[src/rtl/writeback_stage.sv]
// Final pipeline stage: retires ALU results to the register file and sequences
// the data-memory read for loads, stalling execute while a load is outstanding.
module writeback_stage #(
    parameter int D_SIZE = 32,
    parameter int A_SIZE = 10,
    parameter int CNT_W  = 16
) (
    input  logic              clk,
    input  logic              rst_n,
    input  logic              ex_valid_i,
    output logic              ex_ready_o,
    input  logic [1:0]        ex_op_type_i,
    input  logic [2:0]        ex_destination_i,
    input  logic [D_SIZE-1:0] ex_result_i,
    output logic              mem_read_en_o,
    output logic [A_SIZE-1:0] mem_address_o,
    input  logic [D_SIZE-1:0] mem_data_in_i,
    input  logic              mem_data_valid_i,
    output logic              r2_write_en_o,
    output logic [2:0]        r2_destination_o,
    output logic [D_SIZE-1:0] write_back_o,
    output logic              load_pending_o,
    output logic [2:0]        load_dest_o,
    output logic [CNT_W-1:0]  retired_count_o
);

    // state     | meaning
    // IDLE      | accepting instructions from execute
    // LOAD_WAIT | load issued, waiting for mem_data_valid; execute stalled
    typedef enum logic {
        IDLE      = 1'b0,
        LOAD_WAIT = 1'b1
    } state_t;

    localparam logic [1:0] OP_ALU  = 2'b01;
    localparam logic [1:0] OP_LOAD = 2'b10;

    state_t              state_q;
    logic                mem_read_en_q;
    logic [A_SIZE-1:0]   mem_address_q;
    logic                r2_write_en_q;
    logic [2:0]          r2_destination_q;
    logic [D_SIZE-1:0]   write_back_q;
    logic                load_pending_q;
    logic [2:0]          load_dest_q;
    logic [CNT_W-1:0]    retired_count_q;

    assign ex_ready_o       = (state_q == IDLE);
    assign mem_read_en_o    = mem_read_en_q;
    assign mem_address_o    = mem_address_q;
    assign r2_write_en_o    = r2_write_en_q;
    assign r2_destination_o = r2_destination_q;
    assign write_back_o     = write_back_q;
    assign load_pending_o   = load_pending_q;
    assign load_dest_o      = load_dest_q;
    assign retired_count_o  = retired_count_q;

    always_ff @(posedge clk or negedge rst_n) begin
        if (!rst_n) begin
            state_q          <= IDLE;
            mem_read_en_q    <= 1'b0;
            mem_address_q    <= '0;
            r2_write_en_q    <= 1'b0;
            r2_destination_q <= '0;
            write_back_q     <= '0;
            load_pending_q   <= 1'b0;
            load_dest_q      <= '0;
            retired_count_q  <= '0;
        end else begin
            // Strobes are single-cycle pulses; data outputs hold their last value.
            mem_read_en_q <= 1'b0;
            r2_write_en_q <= 1'b0;
            case (state_q)
                IDLE: begin
                    if (ex_valid_i) begin
                        if (ex_op_type_i == OP_ALU) begin
                            r2_write_en_q    <= 1'b1;
                            r2_destination_q <= ex_destination_i;
                            write_back_q     <= ex_result_i;
                            retired_count_q  <= retired_count_q + 1'b1;
                        end else if (ex_op_type_i == OP_LOAD) begin
                            mem_read_en_q  <= 1'b1;
                            mem_address_q  <= ex_result_i[A_SIZE-1:0];
                            load_pending_q <= 1'b1;
                            load_dest_q    <= ex_destination_i;
                            state_q        <= LOAD_WAIT;
                        end
                    end
                end
                LOAD_WAIT: begin
                    // Sampled already in the strobe cycle so zero-wait memory works.
                    if (mem_data_valid_i) begin
                        r2_write_en_q    <= 1'b1;
                        r2_destination_q <= load_dest_q;
                        write_back_q     <= mem_data_in_i;
                        load_pending_q   <= 1'b0;
                        retired_count_q  <= retired_count_q + 1'b1;
                        state_q          <= IDLE;
                    end
                end
                default: state_q <= IDLE;
            endcase
        end
    end

endmodule

[config.mk]
export PLATFORM = sky130hd
export DESIGN_NAME = writeback_stage
export DESIGN_NICKNAME = d
export VERILOG_FILES = /design/src/rtl/writeback_stage.sv
export SDC_FILE = /design/constraint.sdc
export NUM_CORES = 1
export LEC_CHECK = 0
export BUFFER_PORTS_ARGS = -buffer_cell sky130_fd_sc_hd__buf_4
export CAP_MARGIN = 20
export CORE_MARGIN = 8
export CORE_UTILIZATION = 46
export DETAILED_ROUTE_END_ITERATION = 12
export MAX_ROUTING_LAYER = met4
export PLACE_DENSITY = 0.79
export SLEW_MARGIN = 25
export SYNTH_ARGS = -nofsm -noshare
export SYNTH_HDL_FRONTEND = slang
export SYNTH_SLANG_ARGS = --single-unit
[constraint.sdc]
create_clock -name clk -period 1.5 [get_ports clk]
set_clock_uncertainty 0.1 [all_clocks]
set_input_delay 0.225 -clock clk [delete_from_list [all_inputs] [get_ports clk]]
set_output_delay 0.225 -clock clk [all_outputs]
set_load 0.05 [all_outputs]
# ---- Yosys cells after proc, flatten, opt, wreduce, memory -nomap -nowiden
# Index checks and enable logic that the tools add are counted.
# W data, S select, Z words.
dict set report totals {
  register_bits 68
  latchBits 0
  mem_bits_rw 0
  romBits 0
  input_bits 73
  elab_cells 49
  mem_count 0
}
dict set report classes {
  n_addsub 1
  n_mul 0
  div_mod_pow 0
  n_lt_le_gt_ge 0
  n_eq_ne 7
  shift 0
  n_mux 27
  bitwise 2
  reduce_logical 3
}
# op count
set op_table {}
lappend op_table {{$mux W32} 3}
lappend op_table {{$pmux W32 S2} 1}
lappend op_table {{$mux W16} 3}
lappend op_table {{$pmux W16 S2} 1}
lappend op_table {{$add A16 B1 Y16 const B} 1}
lappend op_table {{$mux W1} 12}
lappend op_table {{$mux W3} 3}
lappend op_table {{$reduce_and A4 Y1} 2}
lappend op_table {{$ne A2 B2 Y1 const B} 3}
lappend op_table {{$pmux W1 S2} 3}
lappend op_table {{$pmux W3 S2} 1}
lappend op_table {{$ne A2 B1 Y1 const B} 2}
lappend op_table {{$reduce_and A3 Y1} 1}
lappend op_table {{$eq A2 B1 Y1 const B} 1}
lappend op_table {{$eq A2 B2 Y1 const B} 1}
lappend op_table {{$not A1 Y1} 2}

# ---- Depth between registers and ports, before layout
dict set report depth {
  word_depth 5
  ltp_mapped 6
  mapped_depth_nobuf 5
}

# ---- Least setup slack after synthesis
# OpenSTA, ideal clock, no wires.
dict set report synth_path {
  kind {reg-to-reg}
  from {register retired_count_q[0], in the netlist retired_count_o[0]}
  to {register retired_count_q[8], in the netlist retired_count_o[8]}
  arrival_ns 1.549
  required_ns 1.259
  slack_ns -0.290
  stages_incl_launch_ff 6
  period_less_slack_ns 1.790
  path_cell_list {dfrtp_1 > ha_1 > and4_1 > and3_1 > nand3_1 > xnor2_1}
}
dict set report synth_via {
  elab_chain_len 4
  elab_cells_between_ends 5
}
# element line_no
set synth_lines {}
lappend synth_lines {{start, declared} 46} ;# logic [CNT_W-1:0] retired_count_q;
lappend synth_lines {{start signal, assigned} 80} ;# retired_count_q <= retired_count_q + 1'b1;
lappend synth_lines {{start signal, assigned} 97} ;# retired_count_q <= retired_count_q + 1'b1;
lappend synth_lines {{$add A16 B1 Y16 (*)} {80, 97}}
lappend synth_lines {{$mux W16} 76} ;# if (ex_op_type_i == OP_ALU) begin
lappend synth_lines {{$mux W16} 75} ;# if (ex_valid_i) begin
lappend synth_lines {{$pmux W16 S2 (*)} 73} ;# case (state_q)
# Every way passes the cells marked *; elsewhere a longest branch is shown, timed or not. The select of a mux whose other input is x is not followed.
# A chain may end at the register's enable or synchronous reset.

# ---- Final worst setup path
dict set report layout_path {
  from {register state_q}
  to {register mem_address_q[8], in the netlist mem_address_o[8]}
}
dict set report layout_via {
  elab_chain_len 2
}
# element line_no
set layout_lines {}
lappend layout_lines {{start, declared} 38} ;# state_t state_q;
lappend layout_lines {{start signal, assigned} 60} ;# state_q <= IDLE;
lappend layout_lines {{start signal, assigned} 86} ;# state_q <= LOAD_WAIT;
lappend layout_lines {{start signal, assigned} 98} ;# state_q <= IDLE;
lappend layout_lines {{$not A1 Y1 (no line)} --}
lappend layout_lines {{$reduce_and A4 Y1 (no line)} --}
lappend layout_lines {{end signal, assigned} 83} ;# mem_address_q <= ex_result_i[A_SIZE-1:0];
lappend layout_lines {{end, declared} 40} ;# logic [A_SIZE-1:0] mem_address_q;
# Every way passes these cells.

==> results.sh <==
export IMPL_outcome="completed"
export IMPL_rsz0062_at_grt="true"
export IMPL_globalplace_congestion=0.768
export IMPL_postPlaceCellArea_um2=4200
export IMPL_seq_power_share=0.345
export IMPL_worstPathRequired_ns=1.62
export IMPL_synth_warnings=0
export IMPL_synthMuxAreaShare=0.177
export IMPL_grt_pass1_wl_um=13200
export IMPL_syn_avg_cell_area_um2=12.2
export IMPL_syn_cell_area_um2=3020
export IMPL_slowest_stage="dfrtp_2"
export IMPL_synth_cell_types=26
export IMPL_min_path_cells=2
export IMPL_cts_buffers=9
export IMPL_avgRoutedWirePerCell_um=17.4
export IMPL_worst_path_buf_inv=1
export IMPL_setup_violations=0
export IMPL_internal_power_mw=4.29
export IMPL_final_instance_count_excl_fill=485
export IMPL_drt_total_wl_um=8440
export IMPL_coreArea_um2=6350
export IMPL_first_pass_iters=4
export IMPL_via_per_inst=5.05
export IMPL_maxSlewViolCount=0
export IMPL_synthSimpleGateAreaFrac=0.105
export IMPL_via_count=2447
export IMPL_io_buffers=140
export IMPL_synth_fa_ha_area_frac=0.00414
export IMPL_fin_nets=477
export IMPL_critPathLaunchType="flip-flop"
export IMPL_cp_end_kind="flip-flop"
export IMPL_cts_tree="built"
export IMPL_slowest_delay_ns=0.44
export IMPL_crit_type="flip-flop to flip-flop"
export IMPL_setup_slack_ns=0.00758
export IMPL_yosysSeqAreaShare=0.563
export IMPL_p_leak_nw=2.12
export IMPL_dp_cells=460
export IMPL_path_max_fanout=7
export IMPL_grt_max_degree=69
export IMPL_drc_errors=0
export IMPL_slew_headroom=0.766
export IMPL_clk_latency_ns=0.34
export IMPL_critPathTopFamily="flip-flops"
export IMPL_max_cap_violations=0
export IMPL_post_route_period_util=0.995
export IMPL_syn_inst=247
export IMPL_antenna_found_initial=0
export IMPL_track_usage=0.180
export IMPL_crit_chain="and4bb_1 -> buf_6 -> mux2_2"
export IMPL_hold_path_class="input port to flip-flop"
export IMPL_r2r_slack_ns=0.008
export IMPL_fp_row_count=29
export IMPL_fill_cells=447
export IMPL_period_minus_slack_ns=1.49
export IMPL_preCtsSetupSlack_ns=0.0443
export IMPL_fin_area_um2=4560
export IMPL_rr_endpoint="mem_address_o[8]"
export IMPL_dp_hpwl_um=6310
export IMPL_power_mw=7.36
export IMPL_switching_share=0.417
export IMPL_worstMarginPinSlew_ns=0.351
export IMPL_yosys_area_share_xor_xnor=0.0435
export IMPL_hp_start="ex_result_i[4]"
export IMPL_start_util=0.476
export IMPL_cts_sinks=68
export IMPL_synth_top_family_by_area="multiplexers"
export IMPL_die_area_um2=9420
export IMPL_ctsLongestPathBuffers=2
export IMPL_utilization=0.719
export IMPL_die_y_um=97.1
export IMPL_r2r_cells=3
export IMPL_timing_fmax_mhz=670
export IMPL_boundaryPins=141
export IMPL_comb_power_share=0.434
export IMPL_synth_compound_area_frac=0.0687
export IMPL_insertedDiodeCount=0
export IMPL_power_frac_clock=0.220
export IMPL_ant_nets=0
export IMPL_die_w_um=97.1
export IMPL_cts_root_buf="clkbuf_8"
export IMPL_syn_nets=321
export IMPL_cp_arrival_ns=1.61
export IMPL_overflow=0
export IMPL_pwr_density_cell_nw_per_um2=1610
export IMPL_htreeDepth=3
export IMPL_synth_top_area_frac=0.563
export IMPL_synthTopCellsByArea="dfrtp_1 (56%), mux2i_1 (12%), a21oi_1 (5.8%)"
export IMPL_hold_violations=0
export IMPL_drive_gt1_frac=0.522
export IMPL_grt_pass1_vias=2613
export IMPL_peakVddDrop_v=0.00104
export IMPL_clkSlewWorstSetupHoldPaths_ns=0.08
export IMPL_rr_startpoint="state_q"
export IMPL_synthToLayoutAreaGrowth_pct=51.0
export IMPL_switchingPower_mw=3.07
export IMPL_synth_largest_area_cell="dfrtp_1"
export IMPL_ys_ff_latch=68
export IMPL_min_to="mem_address_o[4]"
export IMPL_drtIter0Drc=65
==> Yosys cell counts (all sizes together) <==
library cell,count
dfrtp,68
a21oi,36
xor2,1
and4,2
xnor2,14
nor2,35
a21o,1
nand3,6
buf,15
nand2,4
and3,3
and2,1
ha,1
mux2,14
o21bai,1
and4bb,1
nand4bb,1
inv,1
mux2i,35
nand4,7
==> worst max path at each step <==
stage / start / endpoint / depth (start not counted)
floorplan: retired_count_o[0] / retired_count_o[8] / 5
global placement: state_q / write_back_o[13] / 4
detailed placement: state_q / write_back_o[7] / 5
CTS: state_q / ex_ready_o / 3
global route: state_q / mem_address_o[8] / 3
finish: state_q / mem_address_o[8] / 3
==> sequential cells by signal, summed over array words and instances, names as in the netlist <==
register and count:
write_back_o 32, r2_destination_o 3, mem_read_en_o 1, mem_address_o 10, load_pending_o 1, r2_write_en_o 1, retired_count_o 16, state_q 1
load_dest_o 3
==> logic make-up (layout without fill, tap and decap cells) <==
logic type | after synthesis | in the layout
buf+inv | 16 | 177
compound gates | 38 | 38
fa+ha+maj | 1 | 1
mux | 49 | 49
simple gates | 60 | 60
xor+xnor | 15 | 15
flops | 68 | 68
==> cells in the final DEF (no fill, tap or decap), drive strengths merged <==
| cell type | netlist | final |
|---|---|---|
| a21o | 1 | 1 |
| a21oi | 36 | 36 |
| and2 | 1 | 1 |
| and3 | 3 | 3 |
| and4 | 2 | 2 |
| and4bb | 1 | 1 |
| buf | 15 | 158 |
| bufinv | 0 | 1 |
| clkbuf | 0 | 13 |
| clkinv | 0 | 1 |
| clkinvlp | 0 | 1 |
| dfrtp | 68 | 68 |
| dlygate4sd3 | 0 | 2 |
| ha | 1 | 1 |
| inv | 1 | 1 |
| mux2 | 14 | 14 |
| mux2i | 35 | 35 |
| nand2 | 4 | 4 |
| nand3 | 6 | 6 |
| nand4 | 7 | 7 |
| nand4bb | 1 | 1 |
| nor2 | 35 | 35 |
| o21bai | 1 | 1 |
| xnor2 | 14 | 14 |
| xor2 | 1 | 1 |
==> area by class of cell <==
cell class	instances	area [um^2]	area share
clock buffers	13	179	0.0392
repair buffers	160	1270	0.279
clock inverters	3	42.5	0.00932
well taps	77	96.3	0.0211
multi-input cells	163	1250	0.274
inverters	1	6.26	0.00137
flip-flops and latches	68	1720	0.376
==> worst reg2reg max path, cell delays in order (launching register included) <==
cell,delay (ns)
dfrtp_2,0.44
and4bb_1,0.32
buf_6,0.17
mux2_2,0.34
==> layer usage <==
layer / wire, um / vias to the layer above / global-route usage
li1: - / 1170 / -
met1: 3520 / 1187 / 0.201
met2: 4380 / 80 / 0.294
met3: 413 / 10 / 0.0405
met4: 134 / 0 / 0.0959
met5: 0 / - / -
==> timing repair <==
item | CTS | global route
hold buffers | 2 | 0
setup buffers | 3 | 4
pin swaps | 0 | 4
hold endpoints to repair | 69 | 0
endpoints found under the setup margin | 1 | 48
gates resized for setup | 3 | 15
==> through the flow <==
step / TNS (ns) / hold slack (ns)
finish: 0 / 0.0268
detailed placement: 0 / 0.159
CTS: 0 / 0.00339
global placement: 0 / 0.157
global route: -0.654 / 0.00659
floorplan: -0.147 / -0.171
==> power by group through the flow <==
stage | Sequential [mW] | Combinational, mW | Clock, mW
after floorplan | 3.96 | 0.660 | 0
after global placement | 2.55 | 3.10 | 0
after detailed placement | 2.56 | 3.16 | 0
after CTS | 2.53 | 3.18 | 1.66
after global routing | 2.59 | 3.37 | 1.75
final | 2.54 | 3.20 | 1.62
(Power assumes the default switching activity.)
